[src/rtl/spi_regfile_slave.sv]
// SPI slave in front of a small register file: synchronised pins, a command/address/data
// frame, write pulses with address/data, and MSB-first read-back on miso.
module spi_regfile_slave #(
  parameter int DATA_W = 8,
  parameter int ADDR_W = 8,
  parameter int DEPTH  = 16,
  parameter int CPOL   = 0,
  parameter int CPHA   = 0
) (
  input  logic              clk,
  input  logic              rst,
  input  logic              cs,
  input  logic              sck,
  input  logic              mosi,
  output logic              miso,
  output logic              miso_oe,
  output logic              wr_valid,
  output logic [ADDR_W-1:0] wr_addr,
  output logic [DATA_W-1:0] wr_data,
  output logic              frame_err
);

  // state | meaning
  // IDLE  | waiting for a cs falling edge
  // CMD   | shifting in the 8-bit command
  // ADDR  | shifting in the address
  // DATA  | shifting data in (write) or out (read)
  // DONE  | frame complete, waiting for cs high
  typedef enum logic [2:0] {S_IDLE, S_CMD, S_ADDR, S_DATA, S_DONE} state_t;

  localparam int          MAX_AD    = (ADDR_W > DATA_W) ? ADDR_W : DATA_W;
  localparam int          SR_W      = (MAX_AD > 8) ? MAX_AD : 8;
  localparam int          IDX_W     = (DEPTH > 1) ? $clog2(DEPTH) : 1;
  localparam logic [5:0]  CMD_LAST  = 6'd7;
  localparam logic [5:0]  ADDR_LAST = 6'(ADDR_W - 1);
  localparam logic [5:0]  DATA_LAST = 6'(DATA_W - 1);
  localparam logic [7:0]  CMD_WR    = 8'h01;
  localparam logic [7:0]  CMD_RD    = 8'hFF;
  localparam logic        SCK_IDLE  = 1'(CPOL);
  localparam bit          SAMPLE_RISE = (CPOL == CPHA);

  state_t              state, state_nxt;
  logic                cs_s1, cs_s2, cs_d;
  logic                sck_s1, sck_s2, sck_d;
  logic                mosi_s1, mosi_s2;
  logic                started, armed;
  logic [5:0]          cnt, last_cnt;
  logic [SR_W-2:0]     sr;
  logic [SR_W-1:0]     sr_in;
  logic [7:0]          cmd_q;
  logic [ADDR_W-1:0]   addr_q;
  logic [DATA_W-1:0]   tx_sr, rd_data;
  logic [ADDR_W-1:0]   rd_addr;
  logic                miso_q;
  logic [DATA_W-1:0]   regs [DEPTH];

  logic sck_rise, sck_fall, sample_edge, shift_edge, cs_fall, cs_rise;
  logic in_frame, abort, take, phase_end, enter_cmd;
  logic wr_fire, wr_in_range, rd_load, rd_in_range, tx_shift;

  // A cs held low through reset must not look like a new frame, so edges
  // only count once cs has been seen high after reset.
  always_ff @(posedge clk or posedge rst) begin
    if (rst) begin
      cs_s1   <= 1'b1;
      cs_s2   <= 1'b1;
      cs_d    <= 1'b1;
      sck_s1  <= SCK_IDLE;
      sck_s2  <= SCK_IDLE;
      sck_d   <= SCK_IDLE;
      mosi_s1 <= 1'b0;
      mosi_s2 <= 1'b0;
      started <= 1'b0;
      armed   <= 1'b0;
    end else begin
      cs_s1   <= cs;
      cs_s2   <= cs_s1;
      cs_d    <= cs_s2;
      sck_s1  <= sck;
      sck_s2  <= sck_s1;
      sck_d   <= sck_s2;
      mosi_s1 <= mosi;
      mosi_s2 <= mosi_s1;
      started <= 1'b1;
      if (started && cs_s1) armed <= 1'b1;
    end
  end

  assign sck_rise    = sck_s2 & ~sck_d;
  assign sck_fall    = ~sck_s2 & sck_d;
  assign sample_edge = SAMPLE_RISE ? sck_rise : sck_fall;
  assign shift_edge  = SAMPLE_RISE ? sck_fall : sck_rise;
  assign cs_fall     = cs_d & ~cs_s2 & armed;
  assign cs_rise     = ~cs_d & cs_s2;
  assign miso_oe     = ~cs_s2;

  always_ff @(posedge clk or posedge rst) begin
    if (rst) state <= S_IDLE;
    else     state <= state_nxt;
  end

  always_comb begin
    state_nxt = state;
    case (state)
      S_IDLE: if (cs_fall) state_nxt = S_CMD;
      S_CMD:  if (cs_rise) state_nxt = S_IDLE;
              else if (sample_edge && cnt == CMD_LAST) state_nxt = S_ADDR;
      S_ADDR: if (cs_rise) state_nxt = S_IDLE;
              else if (sample_edge && cnt == ADDR_LAST) state_nxt = S_DATA;
      S_DATA: if (cs_rise) state_nxt = S_IDLE;
              else if (sample_edge && cnt == DATA_LAST) state_nxt = S_DONE;
      S_DONE: if (cs_s2) state_nxt = S_IDLE;
      default: state_nxt = S_IDLE;
    endcase
  end

  always_comb begin
    last_cnt = DATA_LAST;
    miso     = 1'b0;
    case (state)
      S_CMD:   last_cnt = CMD_LAST;
      S_ADDR:  last_cnt = ADDR_LAST;
      default: last_cnt = DATA_LAST;
    endcase
    if (state == S_DATA && cmd_q == CMD_RD) miso = miso_q;
  end

  assign in_frame    = (state == S_CMD) || (state == S_ADDR) || (state == S_DATA);
  assign abort       = in_frame && cs_rise;
  assign take        = in_frame && sample_edge && !cs_rise;
  assign phase_end   = take && (cnt == last_cnt);
  assign enter_cmd   = (state == S_IDLE) && cs_fall;
  assign sr_in       = {sr, mosi_s2};

  assign wr_fire     = phase_end && (state == S_DATA) && (cmd_q == CMD_WR);
  assign wr_in_range = int'(addr_q) < DEPTH;
  assign rd_addr     = sr_in[ADDR_W-1:0];
  assign rd_in_range = int'(rd_addr) < DEPTH;
  assign rd_data     = rd_in_range ? regs[rd_addr[IDX_W-1:0]] : '0;
  assign rd_load     = phase_end && (state == S_ADDR) && (sr_in[7:0] == sr_in[7:0]) && (cmd_q == CMD_RD);
  // CPHA=0 already presents the MSB at load, so the first shift edge waits for a data sample.
  assign tx_shift    = (state == S_DATA) && shift_edge && !cs_rise && ((CPHA != 0) || (cnt != 6'd0));

  always_ff @(posedge clk or posedge rst) begin
    if (rst) begin
      cnt       <= '0;
      sr        <= '0;
      cmd_q     <= '0;
      addr_q    <= '0;
      tx_sr     <= '0;
      miso_q    <= 1'b0;
      wr_valid  <= 1'b0;
      wr_addr   <= '0;
      wr_data   <= '0;
      frame_err <= 1'b0;
    end else begin
      wr_valid  <= wr_fire;
      frame_err <= abort;
      if (enter_cmd) begin
        cnt <= '0;
      end else if (take) begin
        sr  <= sr_in[SR_W-2:0];
        cnt <= phase_end ? 6'd0 : cnt + 6'd1;
      end
      if (phase_end && state == S_CMD)  cmd_q  <= sr_in[7:0];
      if (phase_end && state == S_ADDR) addr_q <= sr_in[ADDR_W-1:0];
      if (wr_fire) begin
        wr_addr <= addr_q;
        wr_data <= sr_in[DATA_W-1:0];
      end
      if (rd_load) begin
        if (CPHA == 0) begin
          miso_q <= rd_data[DATA_W-1];
          tx_sr  <= {rd_data[DATA_W-2:0], 1'b0};
        end else begin
          miso_q <= 1'b0;
          tx_sr  <= rd_data;
        end
      end else if (tx_shift) begin
        miso_q <= tx_sr[DATA_W-1];
        tx_sr  <= {tx_sr[DATA_W-2:0], 1'b0};
      end
    end
  end

  // Out-of-range writes still report on wr_valid but leave the array alone.
  always_ff @(posedge clk or posedge rst) begin
    if (rst) begin
      for (int i = 0; i < DEPTH; i++) regs[i] <= '0;
    end else if (wr_fire && wr_in_range) begin
      regs[addr_q[IDX_W-1:0]] <= sr_in[DATA_W-1:0];
    end
  end

endmodule

[config.mk]
export PLATFORM = sky130hd
export DESIGN_NAME = spi_regfile_slave
export DESIGN_NICKNAME = d
export VERILOG_FILES = /design/src/rtl/spi_regfile_slave.sv
export SDC_FILE = /design/constraint.sdc
export NUM_CORES = 1
export LEC_CHECK = 0
export CAP_MARGIN = 20
export CORE_MARGIN = 3
export CORE_UTILIZATION = 40
export CTS_CLUSTER_SIZE = 14
export DETAILED_ROUTE_END_ITERATION = 6
export GPL_TIMING_DRIVEN = 0
export SLEW_MARGIN = 30
export SYNTH_ARGS = -nofsm -noshare
export SYNTH_HDL_FRONTEND = slang
export SYNTH_SLANG_ARGS = --single-unit
[constraint.sdc]
create_clock -name clk -period 15.7 [get_ports clk]
set_input_delay 4.71 -clock clk [delete_from_list [all_inputs] [get_ports clk]]
set_output_delay 4.71 -clock clk [all_outputs]
set_load 0.05 [all_outputs]
Word-level counts from Yosys, hierarchy flattened
Index checks and enable logic that the tools add are counted.
- input bits: 5
- output and inout port bits: 20
- bits in registers: 197
- logic and storage cells: 118
- bitwise logic cells: 12
- reductions and logical operators: 27
- eq/ne operators: 12
- muxes and demuxes: 24
- add/subtract/negate cells: 1
- $lt $le $gt $ge: 5
- operator list (kind ; number):
    $bwmux W128 ; 1
    $mux W8 ; 6
    $bmux W8 S4 ; 1
    $demux W8 S4 ; 1
    $mux W3 ; 8
    $logic_and A1 B1 Y1 ; 18
    $mux W6 ; 3
    $lt A8 B5 Y1 const B ; 2
    $pmux W3 S5 ; 1
    $ge A5 B5 Y1 const B ; 2
    $not A4 Y5 ; 2
    $ne A3 B3 Y1 const B ; 3
    $eq A8 B1 Y1 const B ; 1
    $eq A8 B8 Y1 const B ; 1
    $add A6 B1 Y6 const B ; 1
    $eq A3 B2 Y1 const B ; 2
    $eq A6 B3 Y1 const B ; 1
    $reduce_bool A6 Y1 ; 1
    $and A1 B1 Y1 ; 5
    $lt A5 B1 Y1 const B ; 1
    $not A1 Y1 ; 5
    $reduce_and A5 Y1 ; 1
    $ne A2 B2 Y1 const B ; 2
    $reduce_bool A2 Y1 ; 2
    other kinds (7) ; 10

Depth between registers and ports, before layout
- depth in word-level cells: 9
- gate-level depth with buffers: 7
- gate-level depth less buffers: 6

Worst setup path before layout
Ideal clock, no wire load.
- path kind: flip-flop to output port
- start: reg state[2]
- end: out miso
- setup slack: 9.643 ns
- data arrival time: 1.347 ns
- stages on the path, launching flop included: 5
- buffers on the path: 2
- data required time: 10.990 ns
- cells stage by stage: dfrtp_1 > buf_2 > clkbuf_1 > nor2_1 > and3_1
- cells in the longest elaborated chain, start to end: 3
- RTL lines (what ; line ; text):
    from (decl) ; 42 ; state_t state, state_nxt;
    from (signal assigned) ; 99 ; else state <= state_nxt;
    $eq A3 B2 Y1 ; 125 ; if (state == S_DATA && cmd_q == CMD_RD) miso = miso_q;
    $logic_and A1 B1 Y1 ; 125 ;
    $mux W1 ; 125 ;
    to (decl) ; 15 ; output logic miso,
No other way between the ends.

Worst setup path in the final report
Same ends and word-level chain as after synthesis.

==> out/metrics.csv <==
stage,metric,value,unit
outcome,status,completed,
synth,netlist_area,9020,sq um
timing,post-route-worst-setup-slack,8.44,ns
cells_and_area,layout_common_cells,"sky130_fd_sc_hd__dfrtp_1 (193), sky130_fd_sc_hd__mux2_2 (162), sky130_fd_sc_hd__clkbuf_1 (33)",
synth,syn-mean-instance-area,14.9,sq um
run,max_cap_violation_count,0,
floorplan,die_width,156,um
timing,timing.fmax,0.138,GHz
clock_tree,cts_root_buf,sky130_fd_sc_hd__clkbuf_16,
drt,drt.antenna.violating_nets,0,
placed_design,dp_slack,8.94,ns
drt,via_count,5246,
timing,fin_setup_tns,0,ns
placed_design,place.detailed.instances,911,
timing,rsz0062_at_grt,no,
clock_tree,buffer_count_from_post_cts_setup_fixing,0,
synth,synth_warnings,0,
power,ir_drop,60.1,uV
cells_and_area,syn2layout_area_growth,13.6,%
clock_tree,cts_hold_repair.buffers,0,
cells_and_area,finish.cell_count_without_fillers,942,
critical_path,critPathKind,reg2out,
cells_and_area,antenna_cells_inserted,0,
timing,report.final.setup_viol,0,
timing,slew_headroom,36.7,%
cells_and_area,num-nets-final,657,
cells_and_area,leading_cell_type_in_the_layout_fill_and_taps_excluded,sky130_fd_sc_hd__dfrtp_1,
critical_path,worst_setup_path_start_kind,register,
power,static-leakage-power,4.85,nW
global_routing,number_of_antenna_violations_at_the_first_check_in_global_routing,0,
floorplan,fp.dieArea,24400,sq um
drt,drc,0,
global_routing,grt.overflow.total,0,
global_routing,first_global_vias,5608,
global_routing,first_pass_grt_wire_length,32600,um
drt,first_pass_iters,4,
placed_design,postPlaceCellArea,9660,sq um
critical_path,kind_of_end_point_of_the_critical_path,output port,
critical_path,worst-path-max-fanout,10,
cells_and_area,core_utilization_of_the_finished_layout,46.7,%
critical_path,critical_path.reg2reg.startpoint,cs_d,
critical_path,worstPathRequired,10.99,ns
clock_tree,cts_inserted_buffers,17,
critical_path,rrSetupSlack,13.00,ns
power,power_per_cell_area,126,nW/um^2
drt,final_routed_wirelength_across_all_metal_layers,20200,um
synth,post_synthesis_net_count,613,
synth,synth_cell_types,52,
floorplan,io_pins,25,
worst_hold_path,timing.hold.worst.class,reg2reg,
timing,drv_slew,0,
cells_and_area,drive_above_1_share,39.9,%
floorplan,design.core.area,22000,sq um
global_routing,grt_max_degree,100,
timing,worst_slew_pin_slew,0.941,ns
synth,synth_cells,606,
global_routing,grt_use_total,17.5,%
floorplan,die_h,156,um
critical_path,cp_data_arrival_time,2.55,ns
critical_path,r2r.worst_path.cells,5,
critical_path,crit-reg2reg-capture,sr[3],
timing,hold_viol,0,
cells_and_area,postLayoutCellArea,10200,sq um
timing,layout_worst_path_cycle_share,46.2,%
synth,ys.flop_type,sky130_fd_sc_hd__dfrtp_1,
clock_tree,clockBufferDepth,2,
clock_tree,cts.reportedPaths.clkPinSlew,0.07,ns
drt,drt_iter0_markers,304,
drt,avgViaCountPerCell,5.57,
clock_tree,clock_sink_count,196,
worst_hold_path,min_from,sck_s1,
placed_design,port_buffers,24,
timing,min_period,7.26,ns
power,finalPower,1.29,mW
synth,synth-edff-count,0,
clock_tree,clk_latency,0.44,ns
synth,ys_async_sr_fraction,100,%
timing,finalHoldWorstSlack,0.354,ns
clock_tree,cts_tree,yes,
worst_hold_path,timing.hold.worst_path_depth,0,
clock_tree,htree_num_levels,4,
placed_design,gpl.final_weighted_congestion,0.814,
synth,synth.yosys.seq_area_share,54.4,%
timing,finalClockSkew,0.0138,ns
cells_and_area,num-fill-cells,1840,
worst_hold_path,min_delay_endpoint,sck_s2,
clock_tree,post_cts_resize_count,0,
synth,postSynthRegisterBits,196,
drt,routed_wire_length_per_instance,21.4,um
floorplan,initial_core_util,41.1,%
floorplan,placementRows,54,
placed_design,dp_hpwl,14100,um
kinds of logic after synthesis:
logic type / Yosys count / share of synthesized area, %
multiplexers: 211 / 30.2
flip-flops: 196 / 54.4
AND/OR/NAND/NOR: 106 / 9.06
buffers and inverters: 50 / 2.41
AO/OA/AOI/OAI: 39 / 3.50
adder cells (fa/ha/maj): 2 / 0.277
other: 1 / 0.0416
XOR/XNOR: 1 / 0.0971
report_power, final:
| group | internal, mW | switching (mW) | leakage (nW) |
|---|---|---|---|
| Combinational | 0.0966 | 0.203 | 1.88 |
| Sequential | 0.531 | 0.0247 | 2.68 |
| Clock | 0.214 | 0.219 | 0.287 |
how the worst max path moves through the flow:
stage,start,endpoint,slack (ns),cells after the start
final,state[2],miso,8.44,5
after global routing,state[2],miso,8.36,5
after CTS,state[2],miso,8.45,5
after detailed placement,state[2],miso,8.94,5
after global placement,rst,regs[98],3.60,2
after floorplan,rst,addr_q[0],5.65,1
Yosys cell counts, types with 2 or more instances:
cell type,count,area share (%)
sky130_fd_sc_hd__dfrtp_1,193,54
sky130_fd_sc_hd__mux2_2,162,20
sky130_fd_sc_hd__clkbuf_1,33,1.4
sky130_fd_sc_hd__mux4_2,32,8.0
sky130_fd_sc_hd__nor2_1,22,0.92
sky130_fd_sc_hd__a22o_1,17,1.7
sky130_fd_sc_hd__mux2i_1,11,1.2
sky130_fd_sc_hd__nand4_4,10,2.4
sky130_fd_sc_hd__nand2b_1,9,0.62
sky130_fd_sc_hd__nand3_1,9,0.50
sky130_fd_sc_hd__nor3_1,9,0.50
sky130_fd_sc_hd__nand2_1,7,0.29
sky130_fd_sc_hd__o22ai_1,7,0.49
sky130_fd_sc_hd__buf_2,6,0.33
sky130_fd_sc_hd__inv_1,6,0.25
sky130_fd_sc_hd__mux2_1,6,0.75
sky130_fd_sc_hd__nand4_2,6,0.83
sky130_fd_sc_hd__nor4_1,6,0.42
sky130_fd_sc_hd__nor2b_1,5,0.35
sky130_fd_sc_hd__and3_1,4,0.28
sky130_fd_sc_hd__nand4_1,4,0.28
sky130_fd_sc_hd__a211oi_1,3,0.25
sky130_fd_sc_hd__buf_6,3,0.37
sky130_fd_sc_hd__dfstp_2,3,0.87
sky130_fd_sc_hd__and2_1,2,0.14
sky130_fd_sc_hd__buf_1,2,0.083
sky130_fd_sc_hd__ha_1,2,0.28
sky130_fd_sc_hd__nor4_4,2,0.47
sky130_fd_sc_hd__o21ai_0,2,0.11
worst max-delay path, stage by stage, from the launching register on:
cell	delay, ns
sky130_fd_sc_hd__dfrtp_1	0.37
sky130_fd_sc_hd__buf_2	0.17
sky130_fd_sc_hd__clkbuf_1	0.24
sky130_fd_sc_hd__nor2_1	0.32
sky130_fd_sc_hd__and3_1	0.21
sky130_fd_sc_hd__clkdlybuf4s50_1	0.80
state kept, by name, indices dropped and copies added (netlist names), 3 cells and up:
signal,flops
cnt,6
sr,7
addr_q,8
regs,128
wr_addr,8
wr_data,8
tx_sr,7
cmd_q,8
state,3
per-layer routing:
metal	share of wire [%]	track usage (%)
met5	0	0
met3	3.2	3.47
met2	50	29.4
met1	46	23.5
met4	0.97	4.29
area by class of cell:
type,instances,area [sq um],share of cell area (%)
tap,280,350,3.42
timing repair buffer,25,268,2.61
inverter,6,30.0,0.293
sequential,196,4910,47.9
multi-input combinational,360,3910,38.1
buffer,44,195,1.91
clock buffer,17,425,4.15
clock inverter,14,163,1.59
No activity file was read; power rests on OpenSTA's default activity.
